--- src/rtl/uart_pkg.sv ---
// ---------------------------------------------------------------------------
// uart_pkg
// Shared types and constants for the multi-format UART receiver.
//   rx_state_t      : receiver FSM states
//   MIN_PRESCALE    : smallest usable ticks-per-bit
//   MIN_DATA_LEN    : smallest data field length
//   PAR_EVEN/PAR_ODD: encodings of cfg_par_type
//   clamp_data_len  : folds a requested data length into the legal range
// ---------------------------------------------------------------------------
package uart_pkg;

    typedef enum logic [2:0] {
        ST_IDLE,
        ST_START,
        ST_DATA,
        ST_PARITY,
        ST_STOP1,
        ST_STOP2
    } rx_state_t;

    localparam int   MIN_PRESCALE = 4;
    localparam int   MIN_DATA_LEN = 5;
    localparam logic PAR_EVEN     = 1'b0;
    localparam logic PAR_ODD      = 1'b1;

    function automatic logic [3:0] clamp_data_len(input logic [3:0] len, input int max_len);
        if (int'(len) < MIN_DATA_LEN) begin
            return 4'(MIN_DATA_LEN);
        end else if (int'(len) > max_len) begin
            return 4'(max_len);
        end else begin
            return len;
        end
    endfunction

endpackage

--- src/rtl/uart_rx_sampler.sv ---
// ---------------------------------------------------------------------------
// uart_rx_sampler
// Front end of the receiver: synchronises the serial line, detects the start
// edge, runs the per-bit tick counter and produces one decision per bit.
//   clk, rst    : clock, synchronous active-low reset
//   rx_in       : asynchronous serial line (idle high)
//   active      : receiver is inside a frame (tick counter runs)
//   prescale    : latched, even ticks-per-bit (>= 4)
//   start_edge  : synchronised 1->0 transition on the line
//   bit_strobe  : one-cycle pulse at the decision point of each bit
//   bit_value   : decided bit value, valid with bit_strobe
// Build option UART_RX_MAJORITY_EN: decide by 2-of-3 vote of ticks
// P/2-1, P/2, P/2+1 (at tick P/2+1) instead of a single sample at P/2.
// ---------------------------------------------------------------------------
module uart_rx_sampler
    import uart_pkg::*;
#(
    parameter int PRESCALE_W = 6
) (
    input  logic                  clk,
    input  logic                  rst,
    input  logic                  rx_in,
    input  logic                  active,
    input  logic [PRESCALE_W-1:0] prescale,
    output logic                  start_edge,
    output logic                  bit_strobe,
    output logic                  bit_value
);

    logic [1:0]            sync_q;
    logic                  rx_prev;
    logic [PRESCALE_W-1:0] tick;
    logic [PRESCALE_W-1:0] half;

    assign half = prescale >> 1;

    // Two-flop synchroniser plus one history flop for edge detection; all
    // reset to the idle (high) line level so reset never fakes a start.
    always_ff @(posedge clk) begin
        if (!rst) begin
            sync_q  <= 2'b11;
            rx_prev <= 1'b1;
        end else begin
            sync_q  <= {sync_q[0], rx_in};
            rx_prev <= sync_q[1];
        end
    end

    // Requiring a real 1->0 transition also means a line held low after a
    // break cannot start a new frame until it has returned high.
    assign start_edge = rx_prev & ~sync_q[1];

    // The start-detect cycle is tick 0, so while idle the counter waits at 1,
    // ready for the first cycle inside the frame.
    always_ff @(posedge clk) begin
        if (!rst || !active) begin
            tick <= PRESCALE_W'(1);
        end else if (tick == prescale - 1'b1) begin
            tick <= '0;
        end else begin
            tick <= tick + 1'b1;
        end
    end

`ifdef UART_RX_MAJORITY_EN
    logic [1:0] early;

    // Capture the two earlier votes; the third is the live sample at P/2+1.
    always_ff @(posedge clk) begin
        if (!rst) begin
            early <= 2'b11;
        end else begin
            if (tick == half - 1'b1) early[0] <= sync_q[1];
            if (tick == half)        early[1] <= sync_q[1];
        end
    end

    assign bit_strobe = active && (tick == half + 1'b1);
    assign bit_value  = (early[0] & early[1]) | (early[0] & sync_q[1]) | (early[1] & sync_q[1]);
`else
    assign bit_strobe = active && (tick == half);
    assign bit_value  = sync_q[1];
`endif

endmodule

--- src/rtl/uart_rx_mf.sv ---
// ---------------------------------------------------------------------------
// uart_rx_mf
// Multi-format UART receiver: 5..D_WIDTH_MAX data bits, optional even/odd
// parity, 1 or 2 stop bits, runtime even prescale, ready/valid output with
// overrun and break reporting.
//   clk, rst       : oversampling clock, synchronous active-low reset
//   rx_in          : asynchronous serial line, idle high
//   cfg_*          : frame format, latched at start detection
//   rx_ready       : consumer accepts rx_data
//   rx_data        : received word, right-aligned, upper bits zero
//   rx_valid       : rx_data valid, held until accepted
//   parity_error   : qualifies rx_data
//   framing_error  : qualifies rx_data
//   overrun_error  : one-cycle pulse, completed frame dropped
//   break_det      : one-cycle pulse, break received
// Build option UART_RX_MAJORITY_EN selects majority-vote bit decisions in
// the sampler; everything else is identical.
// ---------------------------------------------------------------------------
module uart_rx_mf
    import uart_pkg::*;
#(
    parameter int D_WIDTH_MAX = 9,
    parameter int PRESCALE_W  = 6
) (
    input  logic                   clk,
    input  logic                   rst,
    input  logic                   rx_in,
    input  logic [PRESCALE_W-1:0]  cfg_prescale,
    input  logic [3:0]             cfg_data_len,
    input  logic                   cfg_par_en,
    input  logic                   cfg_par_type,
    input  logic                   cfg_stop2,
    input  logic                   rx_ready,
    output logic [D_WIDTH_MAX-1:0] rx_data,
    output logic                   rx_valid,
    output logic                   parity_error,
    output logic                   framing_error,
    output logic                   overrun_error,
    output logic                   break_det
);

    rx_state_t             state, state_nxt;
    logic [PRESCALE_W-1:0] prescale_even, prescale_eff, prescale_l;
    logic [3:0]            len_l;
    logic                  par_en_l, par_odd_l, stop2_l;
    logic [D_WIDTH_MAX-1:0] shreg;
    logic [3:0]            bit_idx;
    logic                  par_acc, par_bit, par_err_q, frm_err_q;
    logic                  start_edge, bit_strobe, bit_value;
    logic                  frame_done, frame_break, frm_err_final;
    logic                  start_accept, hold_blocked;

    assign prescale_even = {cfg_prescale[PRESCALE_W-1:1], 1'b0};
    assign prescale_eff  = (prescale_even < PRESCALE_W'(MIN_PRESCALE)) ?
                           PRESCALE_W'(MIN_PRESCALE) : prescale_even;
    assign start_accept  = (state == ST_IDLE) && start_edge;
    assign hold_blocked  = rx_valid && !rx_ready;

    uart_rx_sampler #(.PRESCALE_W(PRESCALE_W)) u_sampler (
        .clk        (clk),
        .rst        (rst),
        .rx_in      (rx_in),
        .active     (state != ST_IDLE),
        .prescale   (prescale_l),
        .start_edge (start_edge),
        .bit_strobe (bit_strobe),
        .bit_value  (bit_value)
    );

    always_ff @(posedge clk) begin
        if (!rst) begin
            state <= ST_IDLE;
        end else begin
            state <= state_nxt;
        end
    end

    // Next state plus frame-end qualification. The final stop decision drops
    // straight back to IDLE so a start edge in the second half of the stop
    // bit is caught.
    always_comb begin
        state_nxt     = state;
        frame_done    = 1'b0;
        frame_break   = 1'b0;
        frm_err_final = frm_err_q;
        case (state)
            ST_IDLE: begin
                if (start_edge) state_nxt = ST_START;
            end
            ST_START: begin
                if (bit_strobe) state_nxt = bit_value ? ST_IDLE : ST_DATA;
            end
            ST_DATA: begin
                if (bit_strobe && (bit_idx == len_l - 4'd1)) begin
                    state_nxt = par_en_l ? ST_PARITY : ST_STOP1;
                end
            end
            ST_PARITY: begin
                if (bit_strobe) state_nxt = ST_STOP1;
            end
            ST_STOP1: begin
                if (bit_strobe) begin
                    if (!bit_value && (shreg == '0) && !par_bit) begin
                        frame_break = 1'b1;
                        state_nxt   = ST_IDLE;
                    end else if (stop2_l) begin
                        state_nxt = ST_STOP2;
                    end else begin
                        frame_done    = 1'b1;
                        frm_err_final = ~bit_value;
                        state_nxt     = ST_IDLE;
                    end
                end
            end
            ST_STOP2: begin
                if (bit_strobe) begin
                    frame_done    = 1'b1;
                    frm_err_final = frm_err_q | ~bit_value;
                    state_nxt     = ST_IDLE;
                end
            end
            default: state_nxt = ST_IDLE;
        endcase
    end

    // Frame datapath: configuration is frozen at start detection, then each
    // bit decision feeds the shifter, the parity accumulator or the stop
    // check. par_bit stays 0 without parity so the break test still works.
    always_ff @(posedge clk) begin
        if (!rst) begin
            prescale_l <= PRESCALE_W'(MIN_PRESCALE);
            len_l      <= 4'(MIN_DATA_LEN);
            par_en_l   <= 1'b0;
            par_odd_l  <= 1'b0;
            stop2_l    <= 1'b0;
            shreg      <= '0;
            bit_idx    <= '0;
            par_acc    <= 1'b0;
            par_bit    <= 1'b0;
            par_err_q  <= 1'b0;
            frm_err_q  <= 1'b0;
        end else if (start_accept) begin
            prescale_l <= prescale_eff;
            len_l      <= clamp_data_len(cfg_data_len, D_WIDTH_MAX);
            par_en_l   <= cfg_par_en;
            par_odd_l  <= (cfg_par_type == PAR_ODD);
            stop2_l    <= cfg_stop2;
            shreg      <= '0;
            bit_idx    <= '0;
            par_acc    <= 1'b0;
            par_bit    <= 1'b0;
            par_err_q  <= 1'b0;
            frm_err_q  <= 1'b0;
        end else if (bit_strobe) begin
            case (state)
                ST_DATA: begin
                    shreg   <= shreg | (D_WIDTH_MAX'(bit_value) << bit_idx);
                    par_acc <= par_acc ^ bit_value;
                    bit_idx <= bit_idx + 4'd1;
                end
                ST_PARITY: begin
                    par_bit   <= bit_value;
                    par_err_q <= (bit_value != (par_acc ^ par_odd_l));
                end
                ST_STOP1: begin
                    frm_err_q <= ~bit_value;
                end
                default: ;
            endcase
        end
    end

    // Holding register and status pulses. A completing frame is dropped with
    // an overrun pulse only while an unaccepted word is held; otherwise the
    // load wins over a simultaneous transfer.
    always_ff @(posedge clk) begin
        if (!rst) begin
            rx_data       <= '0;
            rx_valid      <= 1'b0;
            parity_error  <= 1'b0;
            framing_error <= 1'b0;
            overrun_error <= 1'b0;
            break_det     <= 1'b0;
        end else begin
            break_det     <= frame_break;
            overrun_error <= frame_done && hold_blocked;
            if (frame_done && !hold_blocked) begin
                rx_data       <= shreg;
                parity_error  <= par_err_q;
                framing_error <= frm_err_final;
                rx_valid      <= 1'b1;
            end else if (rx_valid && rx_ready) begin
                rx_valid <= 1'b0;
            end
        end
    end

endmodule

--- config.mk ---
export PLATFORM = sky130hd
export DESIGN_NAME = uart_rx_mf
export DESIGN_NICKNAME = d
export VERILOG_FILES = /design/src/rtl/uart_pkg.sv /design/src/rtl/uart_rx_sampler.sv /design/src/rtl/uart_rx_mf.sv
export SDC_FILE = /design/constraint.sdc
export NUM_CORES = 1
export LEC_CHECK = 0
export CAP_MARGIN = 0
export CELL_PAD_IN_SITES_DETAIL_PLACEMENT = 0
export CELL_PAD_IN_SITES_GLOBAL_PLACEMENT = 2
export CORE_MARGIN = 3
export CORE_UTILIZATION = 30
export DETAILED_ROUTE_END_ITERATION = 12
export PLACE_DENSITY = 0.85
export SETUP_SLACK_MARGIN = 0.1
export SLEW_MARGIN = 20
export SYNTH_ARGS = -nofsm -noshare
export SYNTH_HDL_FRONTEND = slang
export SYNTH_SLANG_ARGS = --single-unit
--- constraint.sdc ---
create_clock -name clk -period 1.6 [get_ports clk]
set_input_delay 0.16 -clock clk [delete_from_list [all_inputs] [get_ports clk]]
set_output_delay 0.16 -clock clk [all_outputs]
set_load 0.05 [all_outputs]
==> flow_metrics.tcl <==
set metrics [dict create \
    grt-ovfl-total 0 \
    cp_num_buf_inv 1 \
    yosysWarningCount 0 \
    cts_buffers 5 \
    drtIter0Drc 84 \
    placed_area_um2 3396 \
    cts.reportedPaths.clkPinSlew_ns 0.10 \
    cp_slowest_stage_delay_ns 0.45 \
    synth_top_area_share_pct 42.43 \
    worstSetupPathType "reg2reg" \
    rows 33 \
    grt_max_degree 28 \
    core_um2 8299 \
    status "complete, but fails checks" \
    setup_slack_ns -0.07155 \
    cpMaxStageDelayCell "or4b_4" \
    powerDensity_nw_per_um2 651.4 \
    cp_top_family "simple AND/OR/NAND/NOR gates" \
    fin_util_pct 46.95 \
    num_vias 2306 \
    ios 31 \
    violations "negative setup slack" \
    cts_max_path_buffers 2 \
    tritoncts "yes" \
    syn-num-nets 319 \
    viasPerCell 4.774 \
    grt.total_usage_pct 13.05 \
    port_buffers 29 \
    synth_edf_count 0 \
    grt_pass1_wl_um 10430 \
    die_w_um 99.01 \
    ys_top_cells_by_area "dfxtp_1 (42%), nand2_1 (4.9%), xnor2_1 (4.7%), nor2_1 (4.6%), o21ai_0 (3.7%)" \
    fmax_mhz 598.2 \
    layout-drive-gt1-share_pct 40.74 \
    min_period_ns 1.672 \
    cts.sinks 55 \
    synthCells 298 \
    worstPathMaxFanout 2 \
    hold_path_class "in2reg" \
    final_max_slew_viol_count 0 \
    syn_to_final_growth_pct 50.14 \
    netlist.top_cell.by_area "dfxtp_1" \
    layout_common_cells "buf_4 (60), dfxtp_1 (40), nand2_1 (33)" \
    max_slew_margin_pct 75.52 \
    finClkSkew_ns 0.009533 \
    synth_top_flop_cell "dfxtp_1" \
    worstMarginPinSlew_ns 0.3664 \
    p_leak_uw 0.001486 \
    maxCapViolations 0 \
    wl_um 6274 \
    die_y_um 99.01 \
    wl_per_cell_um 12.99 \
    antenna_left 0 \
    nets 398 \
    fill_cells 782 \
    critPathRequiredTime_ns 1.81 \
    ir_drop_mv 0.4002 \
    die_area_um2 9802 \
    netlist_area_um2 2595 \
    synth_cell_type_count 51 \
    cts_max_level 2 \
    pre_cts_slack_ns -0.1768 \
    place_hpwl_um 4560 \
    hold_viol 0 \
    grt_pass1_vias 2200 \
    stdcell_area_um2 3896 \
    fin_crit_sh_pct 104.5 \
    gp_congestion 0.8299 \
    n_antenna_cell 0 \
    firstDrtPassIters 4 \
    antenna_found_initial 0 \
    drc 0 \
    path_cells "xnor2_2 -> nand4_4 -> nor2_4 -> buf_6 -> or4b_4 -> o221a_2" \
    finalPower_uw 2538 \
    yosysSeqAreaShare_pct 42.43 \
    setup_violations 10 \
    ys_ff_latch 55 \
    postSynthAreaPerCell_um2 8.708 \
    floorplan.initialDensity_pct 31.27 \
    layout_commonest_cell "buf_4" \
    crit_arrival_ns 1.88 \
    worstSetupEndpointType "flop" \
    clk_latency_ns 0.32 \
    rsz0062_at_grt "yes" \
    cts-root-buf "clkbuf_8" \
    cts_hold_buffers 0 \
    synthArstFlopShare_pct 0 \
    critPathLaunchType "flop" \
]
-- through the flow --
stage                     std cells  setup TNS [ns]  hold WS (ns)
after floorplan                 298         -0.1278        0.2615
after global placement          467          -1.663        0.4044
after detailed placement        467          -2.344        0.4067
after CTS                       481         -0.4954        0.3811
after global routing            483          -2.364        0.3842
final                           483         -0.3396        0.3913
-- cell usage after synthesis, drive strengths merged, types with 2 or more instances --
cell,number
a211oi,2
a21boi,7
a21oi,7
a31oi,5
a41oi,3
and3,7
buf,6
clkbuf,11
dfxtp,55
ha,4
inv,12
mux2i,4
nand2,34
nand2b,5
nand3,17
nand4,3
nor2,34
nor2b,4
nor3,6
nor3b,2
nor4,8
o21ai,20
o221a,2
xnor2,18
xor2,7
-- layer usage --
| layer | global-route usage (%) | wire length (um) | up-vias | part of all wire (%) |
|---|---|---|---|---|
| met5 | 0 | 0 | - | 0 |
| met4 | 3.782 | 80 | 0 | 1.3 |
| met3 | 2.052 | 286 | 6 | 4.6 |
| met2 | 20.25 | 2821 | 58 | 45 |
| met1 | 18.70 | 3086 | 1055 | 49 |
| li1 | - | - | 1187 | - |
-- state kept, by name (all words and copies together), names as in the netlist, 2 cells and up --
| name | cells |
|---|---|
| len_l | 4 |
| u_sampler.tick | 6 |
| state | 3 |
| bit_idx | 4 |
| u_sampler.sync_q | 2 |
| rx_data | 9 |
| prescale_l | 5 |
| shreg | 9 |
-- power by group --
part           internal (uW)  total, uW  switching, uW
clock network            324        825            501
registers               1380       1400           21.2
logic                    159        310            151
-- final cells by class --
class,instances,area [um2],share of cell area (%)
clock inverters,3,26.28,0.6744
multi-input cells,213,1680,43.13
inverters,12,47.55,1.220
well taps,105,131.4,3.372
clock buffers,5,68.82,1.766
repair buffers,90,809.5,20.78
flip-flops and latches,55,1132,29.06
-- path summary, 6_finish.rpt --
| path | startpoint | endpoint | slack, ns | depth (start not counted) |
|---|---|---|---|---|
| max | u_sampler.tick[4] | framing_error | -0.07 | 6 |
| min | cfg_par_type | par_odd_l | 0.39 | 3 |
| max reg2reg | u_sampler.tick[4] | framing_error | -0.07 | 6 |
| min reg2reg | u_sampler.sync_q[0] | u_sampler.sync_q[1] | 0.42 | 1 |
-- timing repair --
item	in CTS	in global routing
endpoints found under the hold margin	0	0
gates cloned	0	1
pin swaps	19	21
resized for setup	32	44
buffers inserted	6	2
endpoints found under the setup margin	35	51
-- worst register-to-register path, stage by stage (launching register included) --
cell and delay (ns):
dfxtp_2 0.35, xnor2_2 0.19, nand4_4 0.13, nor2_4 0.11, buf_6 0.10, or4b_4 0.45
o221a_2 0.24
-- logic make-up after synthesis --
family,after synthesis,synth area share [%]
flops,55,42.43
simple gates,126,25.36
buf+inv,30,5.641
xor+xnor,25,9.595
compound gates,54,13.50
mux,4,1.543
fa+ha+maj,4,1.929
(Power assumes the default switching activity.)
